==> src/rtl/pwm_pkg.sv <==
// Shared definitions for the PWM fade controller: FSM state encoding and
// the width of the per-extreme dwell counter.
package pwm_pkg;

  typedef enum logic [2:0] {
    ST_IDLE    = 3'd0,
    ST_RAMP_UP = 3'd1,
    ST_HOLD_HI = 3'd2,
    ST_RAMP_DN = 3'd3,
    ST_HOLD_LO = 3'd4
  } fade_state_t;

  // Dwell counter width; holds 1..255 PWM periods.
  localparam int HOLD_W = 8;

endpackage

==> src/rtl/pwm_core.sv <==
// PWM engine: free-running period counter, end-of-period decode and a
// registered duty comparator. Counter and output are held at zero while
// the controller is not running.
module pwm_core #(
  parameter int NBITS = 8
) (
  input  logic             clk,
  input  logic             rst_n,
  input  logic             run,
  input  logic [NBITS-1:0] threshold,
  output logic             period_end,
  output logic             pwm_out
);

  localparam logic [NBITS-1:0] CNT_MAX = '1;

  logic [NBITS-1:0] cnt_p0;
  logic             pwm_p1;

  // Stage 0: period counter, wraps naturally at 2^NBITS-1.
  always_ff @(posedge clk or negedge rst_n) begin
    if (!rst_n) begin
      cnt_p0 <= '0;
    end else if (!run) begin
      cnt_p0 <= '0;
    end else begin
      cnt_p0 <= cnt_p0 + 1'b1;
    end
  end

  // Last count of the period; the controller updates duty on this edge.
  assign period_end = run && (cnt_p0 == CNT_MAX);

  // Stage 1: registered comparator, one cycle behind the counter.
  always_ff @(posedge clk or negedge rst_n) begin
    if (!rst_n) begin
      pwm_p1 <= 1'b0;
    end else if (!run) begin
      pwm_p1 <= 1'b0;
    end else begin
      pwm_p1 <= (cnt_p0 < threshold);
    end
  end

  assign pwm_out = pwm_p1;

endmodule

==> src/rtl/pwm_fade_ctrl.sv <==
// Breathing-LED style fade controller. Ramps the PWM duty between
// min_duty and max_duty by STEP per PWM period, dwelling HOLD_PERIODS
// periods at each extreme. Duty only changes on period boundaries so the
// waveform never glitches mid-period.
module pwm_fade_ctrl
  import pwm_pkg::*;
#(
  parameter int NBITS        = 8,
  parameter int STEP         = 1,
  parameter int HOLD_PERIODS = 4
) (
  input  logic             clk,
  input  logic             rst_n,
  input  logic             en,
  input  logic [NBITS-1:0] min_duty,
  input  logic [NBITS-1:0] max_duty,
  output logic [NBITS-1:0] threshold,
  output logic             pwm_out,
  output logic             period_end,
  output logic [2:0]       state
);

  localparam logic [HOLD_W-1:0] HOLD_LOAD = HOLD_W'(HOLD_PERIODS);

  fade_state_t       state_r, state_nxt;
  logic [NBITS-1:0]  thr_r, thr_nxt;
  logic [HOLD_W-1:0] hold_r, hold_nxt;
  logic              run;
  logic              degenerate;
  logic [NBITS-1:0]  up_val;
  logic [NBITS-1:0]  dn_val;

  // Saturating increment: sum carried one bit wider so it cannot wrap.
  function automatic logic [NBITS-1:0] sat_up(input logic [NBITS-1:0] val,
                                              input logic [NBITS-1:0] hi);
    logic [NBITS:0]   sum;
    logic [NBITS-1:0] res;
    sum = {1'b0, val} + (NBITS+1)'(STEP);
    if (sum > {1'b0, hi}) res = hi;
    else                  res = sum[NBITS-1:0];
    return res;
  endfunction

  // Saturating decrement: signed difference so it cannot underflow.
  function automatic logic [NBITS-1:0] sat_dn(input logic [NBITS-1:0] val,
                                              input logic [NBITS-1:0] lo);
    logic signed [NBITS+1:0] diff;
    logic [NBITS-1:0]        res;
    diff = $signed({2'b00, val}) - $signed((NBITS+2)'(STEP));
    if (diff < $signed({2'b00, lo})) res = lo;
    else                             res = diff[NBITS-1:0];
    return res;
  endfunction

  assign run        = en && (state_r != ST_IDLE);
  assign degenerate = (min_duty >= max_duty);
  assign up_val     = sat_up(thr_r, max_duty);
  assign dn_val     = sat_dn(thr_r, min_duty);

  pwm_core #(
    .NBITS (NBITS)
  ) u_core (
    .clk        (clk),
    .rst_n      (rst_n),
    .run        (run),
    .threshold  (thr_r),
    .period_end (period_end),
    .pwm_out    (pwm_out)
  );

  // FSM, duty and dwell-counter registers.
  always_ff @(posedge clk or negedge rst_n) begin
    if (!rst_n) begin
      state_r <= ST_IDLE;
      thr_r   <= '0;
      hold_r  <= '0;
    end else begin
      state_r <= state_nxt;
      thr_r   <= thr_nxt;
      hold_r  <= hold_nxt;
    end
  end

  // Next-state logic; bounds are only looked at on IDLE exit and at
  // period_end, so mid-period bound changes wait for the next boundary.
  always_comb begin
    state_nxt = state_r;
    thr_nxt   = thr_r;
    hold_nxt  = hold_r;
    if (!en) begin
      state_nxt = ST_IDLE;
      thr_nxt   = '0;
      hold_nxt  = '0;
    end else if (state_r == ST_IDLE) begin
      if (degenerate) begin
        state_nxt = ST_HOLD_HI;
        thr_nxt   = max_duty;
        hold_nxt  = HOLD_LOAD;
      end else begin
        state_nxt = ST_RAMP_UP;
        thr_nxt   = min_duty;
      end
    end else if (period_end) begin
      if (degenerate && (state_r != ST_HOLD_HI)) begin
        // Invalid bounds: park at max_duty until a hold expiry sees them valid.
        state_nxt = ST_HOLD_HI;
        thr_nxt   = max_duty;
        hold_nxt  = HOLD_LOAD;
      end else begin
        case (state_r)
          ST_RAMP_UP: begin
            thr_nxt = up_val;
            if (up_val == max_duty) begin
              state_nxt = ST_HOLD_HI;
              hold_nxt  = HOLD_LOAD;
            end
          end
          ST_HOLD_HI: begin
            if (hold_r <= 1) begin
              if (degenerate) begin
                thr_nxt  = max_duty;
                hold_nxt = HOLD_LOAD;
              end else begin
                state_nxt = ST_RAMP_DN;
                hold_nxt  = '0;
              end
            end else begin
              hold_nxt = hold_r - 1'b1;
            end
          end
          ST_RAMP_DN: begin
            thr_nxt = dn_val;
            if (dn_val == min_duty) begin
              state_nxt = ST_HOLD_LO;
              hold_nxt  = HOLD_LOAD;
            end
          end
          ST_HOLD_LO: begin
            if (hold_r <= 1) begin
              state_nxt = ST_RAMP_UP;
              hold_nxt  = '0;
            end else begin
              hold_nxt = hold_r - 1'b1;
            end
          end
          default: begin
            state_nxt = ST_IDLE;
            thr_nxt   = '0;
            hold_nxt  = '0;
          end
        endcase
      end
    end
  end

  assign threshold = thr_r;
  assign state     = state_r;

endmodule
==> config.mk <==
export PLATFORM = sky130hd
export DESIGN_NAME = pwm_fade_ctrl
export DESIGN_NICKNAME = d
export VERILOG_FILES = /design/src/rtl/pwm_pkg.sv /design/src/rtl/pwm_core.sv /design/src/rtl/pwm_fade_ctrl.sv
export SDC_FILE = /design/constraint.sdc
export NUM_CORES = 1
export LEC_CHECK = 0
export CAP_MARGIN = 40
export CORE_MARGIN = 2
export CORE_UTILIZATION = 35
export CTS_BUF_LIST = sky130_fd_sc_hd__clkbuf_8 sky130_fd_sc_hd__clkbuf_16
export CTS_CLUSTER_SIZE = 16
export DETAILED_ROUTE_END_ITERATION = 10
export HOLD_SLACK_MARGIN = 0.12
export PLACE_DENSITY_LB_ADDON = 0.1
export SETUP_SLACK_MARGIN = 0.15
export SYNTH_ARGS = -nofsm -noshare
export SYNTH_HDL_FRONTEND = slang
export SYNTH_SLANG_ARGS = --single-unit
==> constraint.sdc <==
create_clock -name clk -period 6.2 [get_ports clk]
set_input_delay 1.86 -clock clk [delete_from_list [all_inputs] [get_ports clk]]
set_output_delay 1.86 -clock clk [all_outputs]
set_load 0.02 [all_outputs]
==> metrics <==
status finished, final reports clean; Final period util 86.38%; Primary FF master, synth dfrtp_1; fill count 957; Compound-Gate Fraction of Synth Area 27.73%; met1 Usage GRT 28.17%; setup ws final 0.8443 ns; # diodes 0; CP required 4.34 ns; clock sinks 28; root buf cell clkbuf_8; Die ar. 10270 um2; gr busiest metal met2; area grow syn2layout 13.99%; yosys warns 0; Synth Cell Area 3317 um2; peak fanout along the critical path 5; initial antenna violation count 0; DR vias 3213; Final Hold Viols 0; Leak Pwr 1.664 nW; drt initial violations 120; main area contributors after synthesis dfrtp_1 (21%), ha_1 (13%), xnor2_1 (6.3%), nor2_1 (4.4%), o21ai_0 (3.8%); startpoint type of the worst setup path primary input; Multi-input gate area 2399 um2; share of cells above drive strength 1 7.273%; Final min period 5.356 ns; max-slew violations 0; Worst Setup End Kind primary output; DRC violations left 0; DR pass1 iterations 5; io pins 32; hold buffer count at cts 0; simple-gate share of the synthesized area 20.86%; TritonCTS clock tree built; Worst-path clk slew 0.10 ns; row count 35; Rel. slew slack 49.07%; VDD IR-drop max 0.1982 mV; RSZ-0062 raised after global routing false; die width 101.4 um; WP data arrival 3.50 ns; post-CTS setup buffers 0; area share of fa/ha/maj cells after synthesis 13.20%; type of the most critical hold path flop to flop; Via density 5.831; post-cts gate resize count 0; port bufs 31; die height 101.4 um; Setup TNS Final 0 ns; core area 9196 um2; Least-Margin Pin Slew 0.7606 ns; M3 GR Usage 3.934%; final hold slack 0.4747 ns; clock skew 0.007874 ns; Worst R2R Setup Slack 1.86 ns; nets 495; Worst R2R Path Depth 13; Mapped Cells 418; cts bufs inserted 3; Reg-to-Reg End hold_r[2]; pwr dens 473.8 nW/um2; most common cell after layout, fill and taps aside nor2_1; Cell variety after synth 60; Final Cell Area 3781 um2; GR Layer Usage met2 34.95%; placer's final routability congestion estimate 0.9339; ys async rst share 100.0%; first-pass GRT wire length 16890 um; critical path class primary input to primary output; Post-DP HPWL 8009 um; GRT Total Usage 21.01%; Reg2Reg Launch Point threshold[0]; Placed Cells 547; worst setup path end period_end; commonest cells after routing, fill and taps aside nor2_1 (39), ha_1 (35), inv_1 (31), clkdlybuf4s50_1 (31), nand2_1 (30); Post-synth EDFFs 0; H-tree Lvls 1; Avg WL per Cell 18.49 um; final antenna-violating net count 0; Max Cap Violations 0; final wirelength 10190 um; Placed Area 3710 um2; FF+latch count, synth 28; pre-CTS setup slack 0.8125 ns; register area 700.7 um2; vias in the first global route 3208; XOR/XNOR Fraction of Synth Area 7.922%; mux contribution to synthesized area 2.603%; sequential share of the synthesized area 21.12%; Setup crit start en; Initial Utilization 36.07%; Syn Area/Cell 7.935 um2; pin count of the biggest net entering global routing 29; Fmax 186.7 MHz; clk_lat worst skew 0.28 ns; area leader, netlist dfrtp_1; largest family of logic cells by synthesized area compound AO/OA/AOI/OAI gates; final setup fails 0; Synth top area share 21.12%; syn_nets 472; Max Buffers Root-to-Sink 2; global route overflow 0; post-route non-filler standard cell count 551
[kinds of logic after synthesis]
logic type               Yosys count
multiplexers                       8
flip-flops                        28
XOR/XNOR                          30
adder cells (fa/ha/maj)           35
AND/OR/NAND/NOR                  139
AO/OA/AOI/OAI                    128
buffers and inverters             50
[flip-flops by register name, indices dropped and copies added, names as in the netlist]
signal / cells
hold_r: 8
state: 3
threshold: 8
u_core.cnt_p0: 8
u_core.pwm_out: 1
[worst max-delay path: stages]
cell and delay, ns:
clkdlybuf4s50_1 0.56, o21ai_0 0.21, nor2_1 0.23, clkdlybuf4s50_1 0.63
[stage by stage]
| step | power [mW] | util, % |
|---|---|---|
| floorplan | 1.274 | - |
| global placement | 1.633 | 40.34 |
| detailed placement | 1.633 | 40.34 |
| CTS | 1.789 | 41.12 |
| global route | 1.967 | 41.12 |
| finish | 1.792 | 41.12 |
[synthesized netlist by cell type (4+ instances only)]
master and number:
o21a_1 4, a21oi_1 22, o21ai_0 25, ha_1 35, nor2b_1 4, nor2_1 39
a22o_1 5, clkbuf_1 10, o2bb2ai_1 4, a21o_1 11, nand3_1 13, xor2_1 6
mux2_2 5, dfrtp_1 28, nand4_1 4, nand2b_1 9, nand2_1 30, a211oi_1 11
nand3b_1 4, xnor2_1 24, nor3_1 10, and3_1 8, a221oi_1 7, or2_2 5
inv_1 31, o211ai_1 5, buf_2 6
[worst min path at each step]
| stage | from | to | slack, ns | depth (start not counted) |
|---|---|---|---|---|
| after global placement | u_core.cnt_p0[0] | u_core.cnt_p0[0] | 0.47 | 1 |
| final | u_core.cnt_p0[0] | u_core.cnt_p0[0] | 0.47 | 1 |
| after floorplan | u_core.cnt_p0[0] | u_core.cnt_p0[0] | 0.44 | 1 |
| after global routing | u_core.cnt_p0[0] | u_core.cnt_p0[0] | 0.51 | 1 |
| after detailed placement | u_core.cnt_p0[0] | u_core.cnt_p0[0] | 0.46 | 1 |
| after CTS | u_core.cnt_p0[0] | u_core.cnt_p0[0] | 0.48 | 1 |
[metal layers]
metal | routed length, um | share of wire, %
met1 | 4702 | 46
met2 | 4797 | 47
met3 | 549 | 5.4
met4 | 138 | 1.4
met5 | 0 | 0
[report_power, final]
group	leakage [nW]	switching [mW]	internal, mW
combinational	1.25	0.730	0.557
sequential	0.378	0.129	0.230
clock	0.0357	0.0593	0.0865
[final cells by class]
cell class	count	share of cell area [%]
Timing Repair Buffer	37	9.398
Tap cell	111	3.673
Clock inverter	1	0.7942
Multi-Input combinational cell	340	63.43
Inverter	31	3.077
Clock buffer	3	1.092
Sequential cell	28	18.53
(Power assumes the default switching activity.)
